**src/rtl/deq_block_sched.sv**
```systemverilog
// deq_block_sched: block-level scheduler for the parallel dequantizer array.
// Captures a block header of packed 5-bit word widths and builds the 9-bit
// exclusive prefix-sum (accumulated shift) array one word per cycle. It then
// captures one L2 line and holds every dequantizer input stable until the
// downstream consumer takes the result. Only one block is in flight at a time.
//
// Handshake rule used on all three ports: a transfer happens on the rising
// clock edge where valid and ready are both high. A producer holds valid
// (and its data) until that edge. Every ready/valid driven by this block is
// decoded from the FSM state only, so it never depends combinationally on
// an input.
module deq_block_sched #(
  parameter int L2WIDTH  = 512,
  parameter int WORDSBLK = 16,
  parameter int CNTWIDTH = 16
) (
  input  logic                  clk,
  input  logic                  rst,
  input  logic                  hdr_valid,
  output logic                  hdr_ready,
  input  logic [5*WORDSBLK-1:0] hdr_bitwidth,
  input  logic                  line_valid,
  output logic                  line_ready,
  input  logic [L2WIDTH-1:0]    line_data,
  output logic [L2WIDTH-1:0]    deq_instr,
  output logic [5*WORDSBLK-1:0] deq_bitwidth,
  output logic [9*WORDSBLK-1:0] deq_accshift,
  output logic                  res_valid,
  input  logic                  res_ready,
  output logic                  busy,
  output logic [CNTWIDTH-1:0]   blk_count,
  output logic [2:0]            state_dbg
);

  typedef enum logic [2:0] {
    IDLE      = 3'd0,
    ACCUM     = 3'd1,
    WAIT_LINE = 3'd2,
    SETTLE    = 3'd3,
    RESULT    = 3'd4
  } state_t;

  localparam int IDXW = (WORDSBLK > 1) ? $clog2(WORDSBLK) : 1;
  localparam logic [IDXW-1:0]     IDX_LAST = IDXW'(WORDSBLK - 1);
  localparam logic [IDXW-1:0]     IDX_ONE  = IDXW'(1);
  localparam logic [CNTWIDTH-1:0] CNT_ONE  = CNTWIDTH'(1);

  state_t          state;
  state_t          state_nxt;
  logic [9:0]      sum;      // running sum; 16 words * 31 = 496 fits in 10 bits
  logic [IDXW-1:0] idx;      // word currently being accumulated
  logic [4:0]      cur_bw;   // width of word idx, read from the captured header

  assign cur_bw    = deq_bitwidth[5*idx +: 5];
  assign state_dbg = state;

  // State register.
  always_ff @(posedge clk or posedge rst) begin
    if (rst) begin
      state <= IDLE;
    end else begin
      state <= state_nxt;
    end
  end

  // Next-state logic and state-decoded handshake/status outputs.
  always_comb begin
    state_nxt  = state;
    hdr_ready  = 1'b0;
    line_ready = 1'b0;
    res_valid  = 1'b0;
    busy       = (state != IDLE);
    case (state)
      IDLE: begin
        hdr_ready = 1'b1;
        if (hdr_valid) state_nxt = ACCUM;
      end
      ACCUM: begin
        if (idx == IDX_LAST) state_nxt = WAIT_LINE;
      end
      WAIT_LINE: begin
        line_ready = 1'b1;
        if (line_valid) state_nxt = SETTLE;
      end
      SETTLE: begin
        // Dequantizer output register samples the now-stable inputs.
        state_nxt = RESULT;
      end
      RESULT: begin
        res_valid = 1'b1;
        if (res_ready) state_nxt = IDLE;
      end
      default: state_nxt = IDLE;
    endcase
  end

  // Datapath: header capture, serial prefix sum, line capture, block counter.
  // The deq_* registers only change in their own capture states, so they stay
  // frozen through SETTLE/RESULT and keep their last values while idle.
  always_ff @(posedge clk or posedge rst) begin
    if (rst) begin
      deq_instr    <= '0;
      deq_bitwidth <= '0;
      deq_accshift <= '0;
      sum          <= '0;
      idx          <= '0;
      blk_count    <= '0;
    end else begin
      case (state)
        IDLE: begin
          if (hdr_valid) begin
            deq_bitwidth <= hdr_bitwidth;
            sum          <= '0;
            idx          <= '0;
          end
        end
        ACCUM: begin
          // Exclusive prefix sum: field i gets the sum of words 0..i-1.
          deq_accshift[9*idx +: 9] <= sum[8:0];
          sum                      <= sum + {5'd0, cur_bw};
          idx                      <= idx + IDX_ONE;
        end
        WAIT_LINE: begin
          if (line_valid) deq_instr <= line_data;
        end
        RESULT: begin
          if (res_ready) blk_count <= blk_count + CNT_ONE;
        end
        default: ;
      endcase
    end
  end

endmodule

```
**config.mk**
```make
export PLATFORM = sky130hd
export DESIGN_NAME = deq_block_sched
export DESIGN_NICKNAME = d
export VERILOG_FILES = /design/src/rtl/deq_block_sched.sv
export SDC_FILE = /design/constraint.sdc
export NUM_CORES = 1
export LEC_CHECK = 0
export ABC_AREA = 1
export BUFFER_PORTS_ARGS = -buffer_cell sky130_fd_sc_hd__buf_2
export CORE_AREA = 2 2 526 528
export CTS_BUF_LIST = sky130_fd_sc_hd__clkbuf_8
export CTS_CLUSTER_SIZE = 8
export DETAILED_ROUTE_END_ITERATION = 8
export DIE_AREA = 0 0 528 530
export PLACE_DENSITY = 0.38
export SYNTH_ARGS = -nofsm -noshare
export SYNTH_HDL_FRONTEND = slang
export SYNTH_SLANG_ARGS = --single-unit
```
**constraint.sdc**
```tcl
create_clock -name clk -period 28.2 [get_ports clk]
set_clock_uncertainty 0.15 [all_clocks]
set_input_delay 5.64 -clock clk [delete_from_list [all_inputs] [get_ports clk]]
set_output_delay 5.64 -clock clk [all_outputs]
set_load 0.01 [all_outputs]
```
==> run metrics <==
status finished clean; # Max-Cap Violations 0; Wirelength per Cell 26.23 µm; vias in the first global route 32070; Worst setup SP type input pin; minimum clock period 8.849 ns; crit-path max FO 104; Num Clock Sinks 768; Fin. Hold Viols 0; row count 193; clock root cell clkbuf_8; top cell type's share of synthesized area 60.93%; Die Width 528 µm; clk buf depth 4; P&R area growth vs syn 44.92%; fin crit share 31.38%; Psw 2.383 mW; Worst Tran Pin Value 1.168 ns; GP Congestion 0.8888; relative slew slack 21.92%; Initial Utilization 11.48%; total power 5.262 mW; CP required 28.89 ns; HPWL Detailed 186000 µm; clock share of power 25.2%; Pre-antenna DRT Iters 5; final instance area 0.04571 mm²; endpoints failing setup 0; Die Height 530 µm; Mapped Nets 4207; path depth of the worst reg2reg path 11; WHS Endpoint deq_instr[220]; Hold Path Class reg2reg; Cells after Synth 3598; ys flop type dfrtp_1; Overflow after GRT 0; Power Internal 2.878 mW; via count 32420; number of distinct library cells after synthesis 35; post-route ant nets 0; IO buf count 1355; layout cells sized above 1 33.17%; Seq/Total Area, Yosys 60.93%; synth cell count leaders nand2_1, dfrtp_1, nand3_1; Post-Syn Area per Cell 8.766 µm²; Die Area 0.2798 mm²; CTS Hold Bufs 0; Top Ports 1356; ys async rst share 100.0%; LEAKAGE 24.60 nW; DRT iter0 DRCs 2257; initial antenna violation count 205; hold_ws 0.3128 ns; worst flop-to-flop path endpoint deq_instr[50]; post-CTS setup buffer count 0; Nets 5532; H-tree Lvls 4; leading area contributor after synthesis dfrtp_1; Crit Reg-Reg Startpoint state_dbg[0]; R2R setup slack 23.10 ns; fill count 31450; part of the power in registers 35.0%; Comb power frac 39.8%; Hold Startpoint deq_instr[220]; arrival time worst endpoint 9.54 ns; maximum VDD drop 0.00005194 V; pwr dens 115.1 mW/mm²; final wirelength 228500 µm; Core Region 0.2748 mm²; post-layout util 16.63%; # DRC 0; GRT Util Overall 15.64%; CTS tree done; TritonCTS buffer count 167; top post-synthesis cells by area dfrtp_1, nand2_1, nand3_1; Synth Cell Area 0.03154 mm²; post-placement cell area 0.04212 mm²; Min-Delay Path Depth 2; count of pins over their slew limit 0; fmax 0.1130 GHz; count leader, synth nand2_1; clk slew on worst S/H paths 0.05 ns; Post-synth EDFFs 0; detail-routed via count per cell 3.723; first-pass GRT wire length 298600 µm; # resized after CTS 0; YS warnings 0; crit path capture type flip-flop; switching part of the total 45.29%; largest net degree at the start of global routing 206; Worst-Skew Late Latency 0.95 ns; unrepaired setup endpoints after global routing no; flops & latches, synth 768; TNS Setup 0 ns; critical path class in2reg
[critical path, cell delays in order]
cell     delay [ns]
buf_8          0.54
buf_4          0.60
buf_4          0.58
buf_4          0.87
buf_4          0.76
nand3_1        0.18
nand2_1        0.12
[layer usage]
metal	track usage [%]	up-vias	wire, µm
li1	-	14360	-
met1	19.29	15790	92010
met3	7.648	501	28850
met5	0	-	763
met4	5.537	116	8811
met2	23.41	1656	98020
[area by class of cell]
cell class	count	area [µm²]	share of cell area (%)
multi-input combinational	2495	10890	23.82
clock inverter	89	724.4	1.585
tap	3607	4513	9.873
antenna	62	155.1	0.3394
inverter	94	365.4	0.7993
timing repair buffer	1397	7132	15.60
clock buffer	197	2711	5.931
sequential	768	19220	42.05
[cell families after synthesis]
family / Yosys count / share of synthesized area, %
AO/OA/AOI/OAI: 182 / 3.011
flip-flops: 768 / 60.93
AND/OR/NAND/NOR: 2290 / 30.65
adder cells (fa/ha/maj): 12 / 0.4998
buffers and inverters: 335 / 4.605
XOR/XNOR: 11 / 0.3054
[sequential cells by signal (all words and copies together), names as in the netlist]
register,flops
idx,4
deq_bitwidth,80
deq_instr,512
deq_accshift,144
state_dbg,3
blk_count,16
sum,9
[power groups by stage]
stage	Combinational, mW	Sequential (mW)	Clock (mW)
finish	2.09	1.84	1.33
global route	2.30	1.89	1.44
CTS	2.16	1.84	1.40
detailed placement	2.16	1.85	0
global placement	2.15	1.85	0
floorplan	0.801	1.98	0
[per-stage QoR]
stage               cells  setup slack, ns
floorplan            3598           0.8518
global placement     8361            18.50
detailed placement   8361            18.45
CTS                  8647            19.23
global route         8675            19.09
finish               8709            19.35
[placed cells by master, fill, tap and decap left out, drive strengths merged]
cell type | Yosys | final
nand3 | 653 | 653
or2 | 1 | 1
nor3 | 3 | 3
bufinv | 0 | 10
o211ai | 10 | 10
xnor2 | 5 | 5
nand3b | 10 | 10
clkinv | 1 | 17
o32ai | 1 | 1
nor2 | 123 | 123
o21bai | 1 | 1
inv | 93 | 155
nand2 | 1474 | 1474
clkbuf | 108 | 197
xor2 | 6 | 6
nand4 | 26 | 26
fa | 1 | 1
clkinvlp | 0 | 1
diode | 0 | 62
ha | 11 | 11
dfrtp | 768 | 768
a21oi | 38 | 38
o21ai | 126 | 126
buf | 133 | 1397
o22ai | 6 | 6
[how the worst max path moves through the flow]
stage / to / slack (ns) / depth (start not counted) / start
2_1_floorplan: blk_count[0] / 0.85 / 1 / rst
5_1_grt: deq_instr[478] / 19.09 / 6 / rst
4_1_cts: hdr_ready / 19.23 / 5 / state_dbg[0]
3_3_place_gp: deq_instr[23] / 18.50 / 7 / line_valid
6_report: deq_instr[463] / 19.35 / 7 / line_valid
3_5_place_dp: deq_instr[21] / 18.45 / 7 / line_valid
Power figures use the tool's default switching activity.
